## config.mk

```make
export PLATFORM = sky130hd
export DESIGN_NAME = axi_rd_arbiter
export DESIGN_NICKNAME = d
export VERILOG_FILES = /design/src/rtl/axi_rd_arbiter_pkg.sv /design/src/rtl/axi_rd_arbiter_outs_cnt.sv /design/src/rtl/axi_rd_arbiter.sv
export SDC_FILE = /design/constraint.sdc
export NUM_CORES = 1
export LEC_CHECK = 0
export CORE_ASPECT_RATIO = 1.75
export CORE_MARGIN = 10
export CORE_UTILIZATION = 42
export CTS_CLUSTER_SIZE = 25
export DETAILED_ROUTE_END_ITERATION = 8
export PLACE_DENSITY_LB_ADDON = 0.12
export SLEW_MARGIN = 10
export SYNTH_ARGS = -nofsm -noshare
export SYNTH_HDL_FRONTEND = slang
export SYNTH_HIERARCHICAL = 1
export SYNTH_SLANG_ARGS = --single-unit
```

## constraint.sdc

```tcl
create_clock -name clk -period 5.45 [get_ports clk]
set_input_delay 1.09 -clock clk [delete_from_list [all_inputs] [get_ports clk]]
set_output_delay 1.09 -clock clk [all_outputs]
set_load 0.01 [all_outputs]
```

## src/rtl/axi_rd_arbiter_pkg.sv

```systemverilog
// Shared AXI read-arbiter widths, ID constants and types.
package axi_rd_arbiter_pkg;
   localparam int A_ID_WID    = 4;
   localparam int A_LEN_WID   = 8;
   localparam int A_SIZE_WID  = 3;
   localparam int A_BURST_WID = 2;
   localparam int A_LOCK_WID  = 2;
   localparam int A_CACHE_WID = 4;
   localparam int A_PROT_WID  = 3;

   localparam logic [A_ID_WID-1:0] ID_INST = 4'd0;
   localparam logic [A_ID_WID-1:0] ID_DATA = 4'd1;

   typedef enum logic {IDLE, AR_WAIT} ar_state_e;

   typedef struct packed {
      logic [A_ID_WID-1:0]   id;
      logic [31:0]           addr;
      logic [A_SIZE_WID-1:0] size;
   } ar_req_t;
endpackage

```

## src/rtl/axi_rd_arbiter_outs_cnt.sv

```systemverilog
// Per-ID outstanding-read counter; simultaneous inc and dec cancel out.
module rd_outs_cnt #(
   parameter int MAX_OUTS = 2
) (
   input  logic       clk,
   input  logic       reset,
   input  logic       inc,
   input  logic       dec,
   output logic       full,
   output logic [1:0] count
);
   assign full = (count == 2'(MAX_OUTS));

   // The caller gates dec with count != 0 and inc with !full.
   always_ff @(posedge clk) begin
      if (reset)
         count <= '0;
      else if (inc && !dec)
         count <= count + 2'd1;
      else if (dec && !inc)
         count <= count - 2'd1;
   end
endmodule

```

## src/rtl/axi_rd_arbiter.sv

```systemverilog
// Arbitrates instruction/data read requests onto one AXI AR/R channel pair.
// Build option: define AXI_RR_ARB_EN for round-robin, otherwise data has fixed priority.
module axi_rd_arbiter
   import axi_rd_arbiter_pkg::*;
#(
   parameter int MAX_OUTS = 2
) (
   input  logic                   clk,
   input  logic                   reset,
   input  logic                   inst_req,
   input  logic [31:0]            inst_addr,
   input  logic [1:0]             inst_size,
   output logic                   inst_addr_ok,
   output logic                   inst_data_ok,
   output logic [31:0]            inst_rdata,
   input  logic                   data_req,
   input  logic [31:0]            data_addr,
   input  logic [1:0]             data_size,
   output logic                   data_addr_ok,
   output logic                   data_data_ok,
   output logic [31:0]            data_rdata,
   output logic [A_ID_WID-1:0]    arid,
   output logic [31:0]            araddr,
   output logic [A_LEN_WID-1:0]   arlen,
   output logic [A_SIZE_WID-1:0]  arsize,
   output logic [A_BURST_WID-1:0] arburst,
   output logic [A_LOCK_WID-1:0]  arlock,
   output logic [A_CACHE_WID-1:0] arcache,
   output logic [A_PROT_WID-1:0]  arprot,
   output logic                   arvalid,
   input  logic                   arready,
   input  logic [A_ID_WID-1:0]    rid,
   input  logic [31:0]            rdata,
   input  logic                   rvalid,
   output logic                   rready
);
   ar_state_e  state;
   ar_req_t    ar_q;
   logic       inst_full, data_full;
   logic [1:0] inst_cnt, data_cnt;
   logic       inst_elig, data_elig, gnt_inst, gnt_data, idle;
   logic       ar_hs, r_hs;

   assign inst_elig = inst_req & ~inst_full;
   assign data_elig = data_req & ~data_full;

`ifdef AXI_RR_ARB_EN
   logic last_data;
   // On contention the requester that did not win last time goes first.
   assign gnt_data = data_elig & (~inst_elig | ~last_data);
   assign gnt_inst = inst_elig & (~data_elig |  last_data);
`else
   assign gnt_data = data_elig;
   assign gnt_inst = inst_elig & ~data_elig;
`endif

   assign idle         = (state == IDLE) & ~reset;
   assign inst_addr_ok = idle & gnt_inst;
   assign data_addr_ok = idle & gnt_data;

   always_ff @(posedge clk) begin
      if (reset) begin
         state   <= IDLE;
         arvalid <= 1'b0;
         ar_q    <= '0;
`ifdef AXI_RR_ARB_EN
         last_data <= 1'b0;
`endif
      end else begin
         case (state)
            IDLE: if (gnt_inst | gnt_data) begin
               state     <= AR_WAIT;
               arvalid   <= 1'b1;
               ar_q.id   <= gnt_data ? ID_DATA : ID_INST;
               ar_q.addr <= gnt_data ? data_addr : inst_addr;
               ar_q.size <= {1'b0, gnt_data ? data_size : inst_size};
`ifdef AXI_RR_ARB_EN
               last_data <= gnt_data;
`endif
            end
            AR_WAIT: if (arready) begin
               state   <= IDLE;
               arvalid <= 1'b0;
            end
            default: state <= IDLE;
         endcase
      end
   end

   assign arid    = ar_q.id;
   assign araddr  = ar_q.addr;
   assign arsize  = ar_q.size;
   assign arlen   = '0;
   assign arburst = 2'b01;
   assign arlock  = '0;
   assign arcache = '0;
   assign arprot  = '0;
   assign rready  = ~reset;

   assign ar_hs = arvalid & arready;
   assign r_hs  = rvalid & rready;

   // An R beat with nothing outstanding still returns data but is not counted.
   rd_outs_cnt #(.MAX_OUTS(MAX_OUTS)) u_inst_cnt (
      .clk   (clk),
      .reset (reset),
      .inc   (ar_hs & (ar_q.id == ID_INST)),
      .dec   (r_hs & (rid == ID_INST) & (inst_cnt != 2'd0)),
      .full  (inst_full),
      .count (inst_cnt)
   );

   rd_outs_cnt #(.MAX_OUTS(MAX_OUTS)) u_data_cnt (
      .clk   (clk),
      .reset (reset),
      .inc   (ar_hs & (ar_q.id == ID_DATA)),
      .dec   (r_hs & (rid == ID_DATA) & (data_cnt != 2'd0)),
      .full  (data_full),
      .count (data_cnt)
   );

   always_ff @(posedge clk) begin
      if (reset) begin
         inst_data_ok <= 1'b0;
         data_data_ok <= 1'b0;
         inst_rdata   <= '0;
         data_rdata   <= '0;
      end else begin
         inst_data_ok <= r_hs & (rid == ID_INST);
         data_data_ok <= r_hs & (rid == ID_DATA);
         if (r_hs && rid == ID_INST) inst_rdata <= rdata;
         if (r_hs && rid == ID_DATA) data_rdata <= rdata;
      end
   end
endmodule
```

==> impl_metrics.ini <==
[status]
outcome = complete, no violations

[clock_network]
clock-root-buffer = clkbuf_16
cts_tree = built
holdBufCountCts = 0
clock_sinks = 107
clk-insertion-delay-late_ns = 0.34
cts_made_buffers = 9
path_clk_slew_ns = 0.07
cts_resized = 0
cts-htree-levels = 3
post-cts-setup-buffer-count = 0
cts.path.max_buffers = 2

[sta]
slew_viol_final = 0
hold_viol = 0
finalSetupViolations = 0
finalSetupTns_ns = 0
rsz0062_at_grt = no
worstMarginPinSlew_ns = 1.07
timing.fmax_mhz = 278
finalCriticalPeriod_ns = 3.60
clock_skew_ns = 0.00668
max_slew_margin_pct = 28.6
period_share_pct = 66.0

[global_route]
grt_start_max_net_pins = 69
grt_usage_pct = 17.9
grt_pass1_vias = 4364
grt_pass1_wl_mm = 22.9
grt-ovfl-total = 0
antenna_found_initial = 0

[pwr]
p_seq_share_pct = 46.5
p_int_w = 0.00134
combinationalPowerShare_pct = 16.6
p_leak_nw = 2.55
switching_power_w = 0.000454
p_per_area_mw_per_mm2 = 262
p_clk_share_pct = 36.9
irDropWorstVdd_mv = 0.168
switching_share_pct = 25.3

[synth]
synth_ff_type = dfxtp_1
syn-instance-count = 515
ys_types = 33
synth-seq-cells = 107
syn-mean-instance-area_um2 = 8.71
yosys_warnings = 6
syn-cell-area_mm2 = 0.00449
synth_edf_count = 0
synthArstFlopShare_pct = 0
seq_area_frac_synth_pct = 47.7

[floorplanning]
rows = 49
fp.dieArea_mm2 = 0.0154
die_w_um = 98.1
initial_utilization_pct = 43.3
fp.coreArea_mm2 = 0.0104
die_h_um = 157
io_pins = 238

[critical_path]
cp-start-kind = primary input
crit_start = data_req
slowest_stage = clkdlybuf4s50_1
end_kind = output pin
worst-path-buf-inv = 2
rrSetupSlack_ns = 2.90
r2r_start = u_data_cnt/count[0]$_SDFFE_PP0P_
crit_fanout = 2
cp.required_ns = 4.36
cp_common_cell = clkdlybuf4s50_1
worstRegToRegCells = 5
arrival_ns = 2.51
critical_path_class = in -> out
path_cells = clkdlybuf4s50_1, nor2b_1, nor4_1, clkdlybuf4s50_1
cp_top_family = buffers and inverters
critPathMaxStageDelay_ns = 0.61
reg2reg_to = araddr[25]$_SDFFE_PP0P_

[final_layout]
area_growth_pct = 53.1
drive_above_1_share_pct = 4.67
nNetsFinal = 813
final_util_pct = 66.3
final_cells = 833
nFillCells = 931
n_antenna_cell = 0

[min_path]
hold_end = data_rdata[23]$_SDFFE_PP0P_
min_path_type = reg -> reg
min_from = data_rdata[23]$_SDFFE_PP0P_
holdPathStages = 2

[routing]
final_antenna_net_count = 0
routed_wl_mm = 14.4
via_per_inst = 5.08
routedWlPerCell_um = 17.3
route.vias.total = 4233
post-route-drc-count = 0
firstDrtPassIters = 4
dr.first_iter.drc_count = 127

[placed_design]
dp_hpwl_mm = 11.0
gp_congestion = 0.793
placed_cells = 817
numPortBuffers = 214

[flow_run]
cap_violations = 0
## layout by cell type, fill, tap and decap left out, types with 2 or more instances in the layout
cell,synthesis,routed
clkdlybuf4s50_1,0,213
dfxtp_1,107,107
nand2_1,67,67
nand3_1,62,62
o21ai_0,58,58
inv_1,36,36
mux2i_1,34,34
o32ai_1,34,34
conb_1,2,23
o21ai_1,9,9
clkbuf_16,0,9
buf_4,27,8
xor2_1,4,4
nor2_1,4,3
and2_1,3,3
o21a_1,3,3
a21oi_1,3,3
nand2b_1,3,2
nand4_1,2,2
clkinvlp_4,0,2
inv_6,0,2
and2b_2,2,2
or3_1,2,2
ha_1,2,2
## synthesized netlist by cell type, types with 2 or more instances
cell,instances,share of area (%)
buf_4,27,4.5
ha_1,2,0.56
or3_1,2,0.28
o32ai_1,34,6.6
mux2i_1,34,7.6
and2_1,3,0.42
a21oi_1,3,0.33
conb_1,2,0.17
and2b_2,2,0.39
o21ai_0,58,6.5
nand4_1,2,0.28
clkbuf_1,23,1.9
xor2_1,4,0.78
o21a_1,3,0.50
buf_2,17,1.9
dfxtp_1,107,48
o21ai_1,9,1.0
nand2b_1,3,0.42
nand2_1,67,5.6
inv_1,36,3.0
nand3_1,62,6.9
nor2_1,4,0.33
## layer usage
metal	routed length (um)	GRT usage, %	part of all wire [%]	vias to the layer above
li1	-	-	-	2102
met1	5440	18.7	38	1929
met2	7140	30.6	50	189
met3	1640	9.57	11	13
met4	184	5.14	1.3	0
met5	0	0	0	-
## cell type report
| class | count | area [um^2] | area share (%) |
|---|---|---|---|
| well taps | 127 | 159 | 2.31 |
| clock buffers | 9 | 225 | 3.28 |
| flip-flops and latches | 107 | 2140 | 31.2 |
| multi-input cells | 324 | 1920 | 28.0 |
| inverters | 37 | 139 | 2.02 |
| repair buffers | 222 | 2200 | 32.0 |
| clock inverters | 7 | 82.6 | 1.20 |
## worst reg2reg max path: stages, from the launching register on
cell      delay, ns
dfxtp_1        0.35
and2b_2        0.24
nand2b_2       0.12
buf_4          0.48
a211o_1        0.93
o32ai_1        0.26
## flip-flops by register name, indices dropped and copies added (netlist names), 2 cells and up
register / count
araddr: 32
arsize: 2
data_rdata: 32
inst_rdata: 32
u_data_cnt/count: 2
u_inst_cnt/count: 2
## how the worst max path moves through the flow
| stage | endpoint | slack [ns] | cells past startpoint |
|---|---|---|---|
| after floorplan | inst_addr_ok | 2.43 | 3 |
| after global placement | u_inst_cnt/count[1]$_SDFFE_PP0P_ | 1.69 | 10 |
| after detailed placement | u_inst_cnt/count[1]$_SDFFE_PP0P_ | 1.64 | 10 |
| after CTS | inst_addr_ok | 1.83 | 4 |
| after global routing | inst_addr_ok | 1.70 | 4 |
| final | inst_addr_ok | 1.85 | 4 |
## power groups by stage
| stage | combinational [W] | clock, W | sequential [W] |
|---|---|---|---|
| floorplan | 0.000123 | 0 | 0.000866 |
| finish | 0.000299 | 0.000664 | 0.000836 |
| global placement | 0.000296 | 0 | 0.000853 |
| detailed placement | 0.000300 | 0 | 0.000854 |
| CTS | 0.000302 | 0.000679 | 0.000836 |
| global route | 0.000325 | 0.000711 | 0.000841 |
## logic make-up after synthesis
logic type / count (synthesis) / share of synthesized area [%]
adders and majority gates: 2 / 0.558
and+or+nand+nor: 151 / 15.9
muxes: 34 / 7.59
buffers and inverters: 105 / 11.7
AOI/OAI and AO/OA: 110 / 15.6
other: 2 / 0.167
DFF: 107 / 47.7
xor gates and xnor gates: 4 / 0.781
## stage by stage
| stage | setup WS [ns] | power [W] | area (um^2) | hold slack, ns |
|---|---|---|---|---|
| 2_1_floorplan | 2.43 | 0.000989 | 4570 | 0.462 |
| 3_3_place_gp | 1.69 | 0.00115 | 6560 | 0.437 |
| 3_5_place_dp | 1.64 | 0.00115 | 6560 | 0.442 |
| 4_1_cts | 1.83 | 0.00182 | 6870 | 0.455 |
| 5_1_grt | 1.70 | 0.00188 | 6870 | 0.472 |
| 6_report | 1.85 | 0.00180 | 6870 | 0.449 |
(Power assumes the default switching activity.)
